### src/rtl/alu_share_arb_if.sv
// ---------------------------------------------------------------------------
// alu_share_arb_if
// Bundle of the request, response and ALU-side signals of alu_share_arb.
//   slave  : arbiter side (takes requests, drives responses and ALU inputs)
//   master : requesters plus ALU (drive requests/alu_r, take responses)
// Signals:
//   req{0,1}_valid/ready, req{0,1}_a/_b/_op : request handshakes and operands
//   rsp{0,1}_valid/ready, rsp_r, rsp_err     : response handshakes, shared result
//   alu_a, alu_b, alu_op, alu_r              : shared ALU connection
//   busy                                     : arbiter not idle
// ---------------------------------------------------------------------------
interface alu_share_arb_if #(
    parameter int W   = 32,
    parameter int OPW = 4
);
    logic           req0_valid, req1_valid;
    logic           req0_ready, req1_ready;
    logic [W-1:0]   req0_a, req0_b, req1_a, req1_b;
    logic [OPW-1:0] req0_op, req1_op;
    logic           rsp0_valid, rsp1_valid;
    logic           rsp0_ready, rsp1_ready;
    logic [W-1:0]   rsp_r;
    logic           rsp_err;
    logic [W-1:0]   alu_a, alu_b;
    logic [OPW-1:0] alu_op;
    logic [W-1:0]   alu_r;
    logic           busy;

    modport slave (
        input  req0_valid, req1_valid, req0_a, req0_b, req1_a, req1_b,
               req0_op, req1_op, rsp0_ready, rsp1_ready, alu_r,
        output req0_ready, req1_ready, rsp0_valid, rsp1_valid, rsp_r,
               rsp_err, alu_a, alu_b, alu_op, busy
    );

    modport master (
        output req0_valid, req1_valid, req0_a, req0_b, req1_a, req1_b,
               req0_op, req1_op, rsp0_ready, rsp1_ready, alu_r,
        input  req0_ready, req1_ready, rsp0_valid, rsp1_valid, rsp_r,
               rsp_err, alu_a, alu_b, alu_op, busy
    );
endinterface

### src/rtl/alu_share_arb.sv
// ---------------------------------------------------------------------------
// alu_share_arb
// Shares one combinational ALU between two requesters. One operation is in
// flight at a time: accept (IDLE) -> drive ALU from registers (ISSUE) ->
// hold result until the owner takes it (RESP).
// Ports:
//   clk  : clock
//   rst  : synchronous active-high reset
//   bus  : alu_share_arb_if.slave (request/response handshakes, ALU I/O, busy)
// Build option:
//   ALU_ARB_FIXED_PRIO_EN : requester 0 always wins ties (no round-robin).
//
// state | meaning
// IDLE  | arbitrate, assert ready for the winner, latch operands on accept
// ISSUE | ALU driven from latched operands, result captured at the edge
// RESP  | rsp valid to owner, wait for its ready
// ---------------------------------------------------------------------------
module alu_share_arb #(
    parameter int W   = 32,
    parameter int OPW = 4
) (
    input  logic           clk,
    input  logic           rst,
    alu_share_arb_if.slave bus
);
    typedef enum logic [1:0] {IDLE, ISSUE, RESP} state_t;

    state_t         state_q, state_d;
    logic [W-1:0]   a_q, a_d, b_q, b_d, res_q, res_d;
    logic [OPW-1:0] op_q, op_d;
    logic           owner_q, owner_d;
    logic           ill_q, ill_d;
    logic           err_q, err_d;
    logic           gnt0, gnt1;
    logic [OPW-1:0] op_sel;

`ifndef ALU_ARB_FIXED_PRIO_EN
    // last granted requester; reset to 1 so requester 0 wins the first tie
    logic ptr_q, ptr_d;
`endif

    always_comb begin
        gnt0 = 1'b0;
        gnt1 = 1'b0;
        if (state_q == IDLE && !rst) begin
`ifdef ALU_ARB_FIXED_PRIO_EN
            gnt0 = bus.req0_valid;
            gnt1 = bus.req1_valid && !bus.req0_valid;
`else
            if (bus.req0_valid && bus.req1_valid) begin
                gnt0 = ptr_q;
                gnt1 = !ptr_q;
            end else begin
                gnt0 = bus.req0_valid;
                gnt1 = bus.req1_valid;
            end
`endif
        end
    end

    assign op_sel = gnt1 ? bus.req1_op : bus.req0_op;

    always_comb begin
        state_d = state_q;
        a_d     = a_q;
        b_d     = b_q;
        op_d    = op_q;
        owner_d = owner_q;
        ill_d   = ill_q;
        res_d   = res_q;
        err_d   = err_q;
`ifndef ALU_ARB_FIXED_PRIO_EN
        ptr_d   = ptr_q;
`endif
        case (state_q)
            IDLE: begin
                if (gnt0 || gnt1) begin
                    a_d     = gnt1 ? bus.req1_a : bus.req0_a;
                    b_d     = gnt1 ? bus.req1_b : bus.req0_b;
                    op_d    = op_sel;
                    owner_d = gnt1;
                    ill_d   = (op_sel > OPW'(8));
`ifndef ALU_ARB_FIXED_PRIO_EN
                    ptr_d   = gnt1;
`endif
                    state_d = ISSUE;
                end
            end
            ISSUE: begin
                res_d   = ill_q ? '0 : bus.alu_r;
                err_d   = ill_q;
                state_d = RESP;
            end
            RESP: begin
                if (owner_q ? bus.rsp1_ready : bus.rsp0_ready)
                    state_d = IDLE;
            end
            default: state_d = IDLE;
        endcase
    end

    always_ff @(posedge clk) begin
        if (rst) begin
            state_q <= IDLE;
            a_q     <= '0;
            b_q     <= '0;
            op_q    <= '0;
            owner_q <= 1'b0;
            ill_q   <= 1'b0;
            res_q   <= '0;
            err_q   <= 1'b0;
`ifndef ALU_ARB_FIXED_PRIO_EN
            ptr_q   <= 1'b1;
`endif
        end else begin
            state_q <= state_d;
            a_q     <= a_d;
            b_q     <= b_d;
            op_q    <= op_d;
            owner_q <= owner_d;
            ill_q   <= ill_d;
            res_q   <= res_d;
            err_q   <= err_d;
`ifndef ALU_ARB_FIXED_PRIO_EN
            ptr_q   <= ptr_d;
`endif
        end
    end

    assign bus.req0_ready = gnt0;
    assign bus.req1_ready = gnt1;
    assign bus.rsp0_valid = (state_q == RESP) && !owner_q;
    assign bus.rsp1_valid = (state_q == RESP) && owner_q;
    assign bus.rsp_r      = res_q;
    assign bus.rsp_err    = err_q;
    assign bus.alu_a      = a_q;
    assign bus.alu_b      = b_q;
    assign bus.alu_op     = op_q;
    assign bus.busy       = (state_q != IDLE);

endmodule

### src/flat_wrapper.sv
// flat-port wrapper written by rule: the top's interface ports become plain ports
module alu_share_arb_flat 
#(
    parameter int W   = 32,
    parameter int OPW = 4
)
  (clk, rst, bus_req0_valid, bus_req1_valid, bus_req0_a, bus_req0_b, bus_req1_a, bus_req1_b, bus_req0_op, bus_req1_op, bus_rsp0_ready, bus_rsp1_ready, bus_alu_r, bus_req0_ready, bus_req1_ready, bus_rsp0_valid, bus_rsp1_valid, bus_rsp_r, bus_rsp_err, bus_alu_a, bus_alu_b, bus_alu_op, bus_busy);
  alu_share_arb_if #(.W(W), .OPW(OPW)) bus_i ();
  input  logic clk;
  input  logic rst;
  input wire logic [$bits(bus_i.req0_valid)-1:0] bus_req0_valid;
  input wire logic [$bits(bus_i.req1_valid)-1:0] bus_req1_valid;
  input wire logic [$bits(bus_i.req0_a)-1:0] bus_req0_a;
  input wire logic [$bits(bus_i.req0_b)-1:0] bus_req0_b;
  input wire logic [$bits(bus_i.req1_a)-1:0] bus_req1_a;
  input wire logic [$bits(bus_i.req1_b)-1:0] bus_req1_b;
  input wire logic [$bits(bus_i.req0_op)-1:0] bus_req0_op;
  input wire logic [$bits(bus_i.req1_op)-1:0] bus_req1_op;
  input wire logic [$bits(bus_i.rsp0_ready)-1:0] bus_rsp0_ready;
  input wire logic [$bits(bus_i.rsp1_ready)-1:0] bus_rsp1_ready;
  input wire logic [$bits(bus_i.alu_r)-1:0] bus_alu_r;
  output wire logic [$bits(bus_i.req0_ready)-1:0] bus_req0_ready;
  output wire logic [$bits(bus_i.req1_ready)-1:0] bus_req1_ready;
  output wire logic [$bits(bus_i.rsp0_valid)-1:0] bus_rsp0_valid;
  output wire logic [$bits(bus_i.rsp1_valid)-1:0] bus_rsp1_valid;
  output wire logic [$bits(bus_i.rsp_r)-1:0] bus_rsp_r;
  output wire logic [$bits(bus_i.rsp_err)-1:0] bus_rsp_err;
  output wire logic [$bits(bus_i.alu_a)-1:0] bus_alu_a;
  output wire logic [$bits(bus_i.alu_b)-1:0] bus_alu_b;
  output wire logic [$bits(bus_i.alu_op)-1:0] bus_alu_op;
  output wire logic [$bits(bus_i.busy)-1:0] bus_busy;
  assign bus_i.req0_valid = bus_req0_valid;
  assign bus_i.req1_valid = bus_req1_valid;
  assign bus_i.req0_a = bus_req0_a;
  assign bus_i.req0_b = bus_req0_b;
  assign bus_i.req1_a = bus_req1_a;
  assign bus_i.req1_b = bus_req1_b;
  assign bus_i.req0_op = bus_req0_op;
  assign bus_i.req1_op = bus_req1_op;
  assign bus_i.rsp0_ready = bus_rsp0_ready;
  assign bus_i.rsp1_ready = bus_rsp1_ready;
  assign bus_i.alu_r = bus_alu_r;
  assign bus_req0_ready = bus_i.req0_ready;
  assign bus_req1_ready = bus_i.req1_ready;
  assign bus_rsp0_valid = bus_i.rsp0_valid;
  assign bus_rsp1_valid = bus_i.rsp1_valid;
  assign bus_rsp_r = bus_i.rsp_r;
  assign bus_rsp_err = bus_i.rsp_err;
  assign bus_alu_a = bus_i.alu_a;
  assign bus_alu_b = bus_i.alu_b;
  assign bus_alu_op = bus_i.alu_op;
  assign bus_busy = bus_i.busy;
  alu_share_arb #(.W(W), .OPW(OPW)) u_core (.clk(clk), .rst(rst), .bus(bus_i));
endmodule
### config.mk
export PLATFORM = sky130hd
export DESIGN_NAME = alu_share_arb_flat
export DESIGN_NICKNAME = d
export VERILOG_FILES = /design/src/rtl/alu_share_arb_if.sv /design/src/rtl/alu_share_arb.sv /design/src/flat_wrapper.sv
export SDC_FILE = /design/constraint.sdc
export NUM_CORES = 1
export LEC_CHECK = 0
export ABC_AREA = 1
export CELL_PAD_IN_SITES_DETAIL_PLACEMENT = 1
export CELL_PAD_IN_SITES_GLOBAL_PLACEMENT = 1
export CORE_UTILIZATION = 26
export DETAILED_ROUTE_END_ITERATION = 16
export MAX_ROUTING_LAYER = met4
export PLACE_DENSITY_LB_ADDON = 0.25
export SLEW_MARGIN = 20
export SYNTH_ARGS = -nofsm -noshare
export SYNTH_HDL_FRONTEND = slang
export SYNTH_SLANG_ARGS = --single-unit
export TNS_END_PERCENT = 50
### constraint.sdc
create_clock -name clk -period 1.79 [get_ports clk]
set_input_delay 0.358 -clock clk [delete_from_list [all_inputs] [get_ports clk]]
set_output_delay 0.358 -clock clk [all_outputs]
set_load 0.1 [all_outputs]
==> summary.md <==
| Metric | Value |
|---|---|
| Setup TNS | `0 ns` |
| Layout cells sized above 1 | `0.300` |
| Mapped Cells | `617` |
| Average routed wire per standard cell | `15.9 microns` |
| Met1 usage | `0.222` |
| ANT nets after route | `0` |
| Area grow syn2layout | `96.9%` |
| Starting density of the core | `0.265` |
| VDD IR max | `0.514 mV` |
| Worst setup SP type | `register` |
| Sequential element share of the synthesized area | `0.445` |
| Most common cell after layout, fill and taps aside | `nand2_1` |
| Endpoints failing hold | `0` |
| CTS Hold Buffers Added | `0` |
| CP cell instances | `inv_4 -> nand2_4 -> nor2_8 -> nand2_4 -> nor2_4 -> buf_12` |
| Slew @ Worst Pin | `0.407 ns` |
| Arrival @ worst endpoint | `1.36 ns` |
| Worst path required time | `1.43 ns` |
| Die Area | `18900 sq um` |
| Net Sw Frac | `0.433` |
| Switching Power | `4100 uW` |
| Crit. End Element | `output port` |
| Row cnt | `49` |
| Global-route met2 utilization | `0.343` |
| Design area | `9390 sq um` |
| Avg Inst Size Synth | `roughly 7.7 sq um` |
| Vias per cell | `between 4 and 5` |
| Vias in the first global route | `5398` |
| CTS root buffer | `clkbuf_16` |
| GRT overflow | `0` |
| Clock Power Share | `0.217` |
| Initial antenna violation count | `0` |
| Die H | `137 microns` |
| Placer Congestion | `0.747` |
| Total power draw | `approximately 9500 uW` |
| Comb power frac | `0.474` |
| Sequential share of power | `0.309` |
| Hold Crit Class | `register to register` |
| Commonest non-fill, non-tap cells in the layout | `nand2_1 (178), clkdlybuf4s50_1 (170), buf_12 (113)` |
| Final WS setup | `0.0766 ns` |
| Setup WS pre-CTS | `-0.316 ns` |
| PortBufs | `279` |
| GR peak layer | `met2` |
| Mapped cell area | `4770 sq um` |
| Normalized max-slew margin | `0.728` |
| Hold Path Stages | `2` |
| Leak | `0.00405 uW` |
| Worst skew pair latency | `approximately 0.35 ns` |
| Core Area | `18000 sq um` |
| Pin count of the biggest net entering global routing | `47` |
| Final min period | `approximately 1.7 ns` |
| Total GRT Usage | `0.199` |
| Htree depth | `3` |
| Syn nets | `791` |
| R2R cell count | `10` |
| Die Wd | `137 microns` |
| CTS buffer count | `9` |
| Setup-failing EPs final | `0` |
| CTS tree | `yes` |
| CTS max path bufs | `2` |
| Final period util | `0.957` |
| Flip-flop and latch count after synthesis | `106` |
| Top Ports | `280` |
| Most frequent CP cell | `nand2_4` |
| Sink Count | `between 100 and 150` |
| Slowest stage delay, CP | `0.37 ns` |
| Layout net count | `1078` |
| Yosys Warn Count | `0` |
| Placed Area | `9010 sq um` |
| CTS clk-pin slew, worst paths | `~0.080 ns` |
| Clock skew | `0.0109 ns` |
| DR pass1 iterations | `4` |
| Status | `complete, no violations` |
| Kind of critical path | `register to output port` |
| # DRC | `0` |
| Internal power | `5360 uW` |
| First-pass GRT wire length | `about 28000 microns` |
| Slew Viols, Final | `0` |
| Crit path max fanout | `3` |
| Ant. Diodes | `0` |
| Pwr Density | `between 1000 and 1500 nW/um^2` |
| DR iter-0 viols | `151` |
| DRT Wirelength | `18100 microns` |
| RSZ-0062 raised after global routing | `false` |
| Yosys cell types | `22` |
| Global Route met3 Usage | `0.0475` |
| Post-DP HPWL | `13600 microns` |
| CP max stage cell | `dfxtp_4` |
| Max Freq | `584 MHz` |
| Max_cap viols | `0` |
| Vias | `5156` |
==> sequential cells by signal (all words and copies together), names as in the netlist <==
name,cells
u_core.bus.alu_a,32
u_core.bus.alu_b,32
u_core.bus.rsp_r,32
u_core.bus.alu_op,4
u_core.state_q,2
u_core.bus.rsp_err,1
u_core.ill_q,1
u_core.owner_q,1
u_core.ptr_q,1
==> routing by layer <==
layer  wire [microns]  up-vias
met5                0        -
met4              433        0
met3             1210       27
met2             8990      154
met1             7480     2399
li1                 -     2576
==> power by group through the flow <==
stage / combinational [uW] / clock (uW) / sequential, uW
finish: 4490 / 2050 / 2920
global placement: 4450 / 0 / 2970
CTS: 4530 / 2140 / 2930
detailed placement: 4490 / 0 / 2980
global route: 4690 / 2210 / 2960
floorplan: 894 / 0 / 4630
==> worst max-delay path, delay by kind of cell, from the launching register on <==
family / cells / cell delay, ns
simple gates: 4 / 0.38
buf+inv: 2 / 0.23
flops: 1 / 0.37
==> Yosys cell counts (all sizes together) <==
cell    count  share of area
nor2       26          0.024
nand3      69          0.072
o211ai     67           0.14
nand3b      2         0.0031
inv        80          0.063
clkbuf     14          0.011
a21oi      22          0.025
nand2     182           0.15
a22oi      16          0.025
nor3        1         0.0010
buf        32          0.045
dfxtp     106           0.45
==> logic make-up (layout without fill, tap and decap cells) <==
group	count (synthesis)	count (layout)	synth area share
and+or+nand+nor	280	280	0.248
buffers and inverters	126	418	0.119
AOI/OAI and AO/OA	105	105	0.188
DFF	106	106	0.445
==> final cells by class <==
class                   count  area [sq um]
repair buffers            322          4260
well taps                 229           287
clock inverters             7          83.8
multi-input cells         385          2100
fillers                  2043          8580
clock buffers               9           225
flip-flops and latches    106          2130
inverters                  80           305
==> per-stage QoR <==
step | std cells | hold WS [ns] | utilization
global placement | 1114 | 0.469 | 0.502
detailed placement | 1114 | 0.477 | 0.502
finish | 1138 | 0.486 | 0.523
floorplan | 617 | 0.444 | -
CTS | 1138 | 0.489 | 0.523
global route | 1138 | 0.517 | 0.523
==> repair_timing <==
action | CTS | global route
pin swaps | 2 | 2
endpoints found under the setup margin | 2 | 7
setup buffers | 8 | 1
resized for setup | 9 | 1
==> final timing paths <==
check	from	to	slack, ns
min	u_core.ill_q	u_core.ill_q	0.49
max	u_core.state_q[0]	bus_req0_ready	0.08
max reg2reg	u_core.state_q[0]	u_core.bus.alu_a[11]	0.14
min reg2reg	u_core.ill_q	u_core.ill_q	0.49
(Power assumes the default switching activity.)
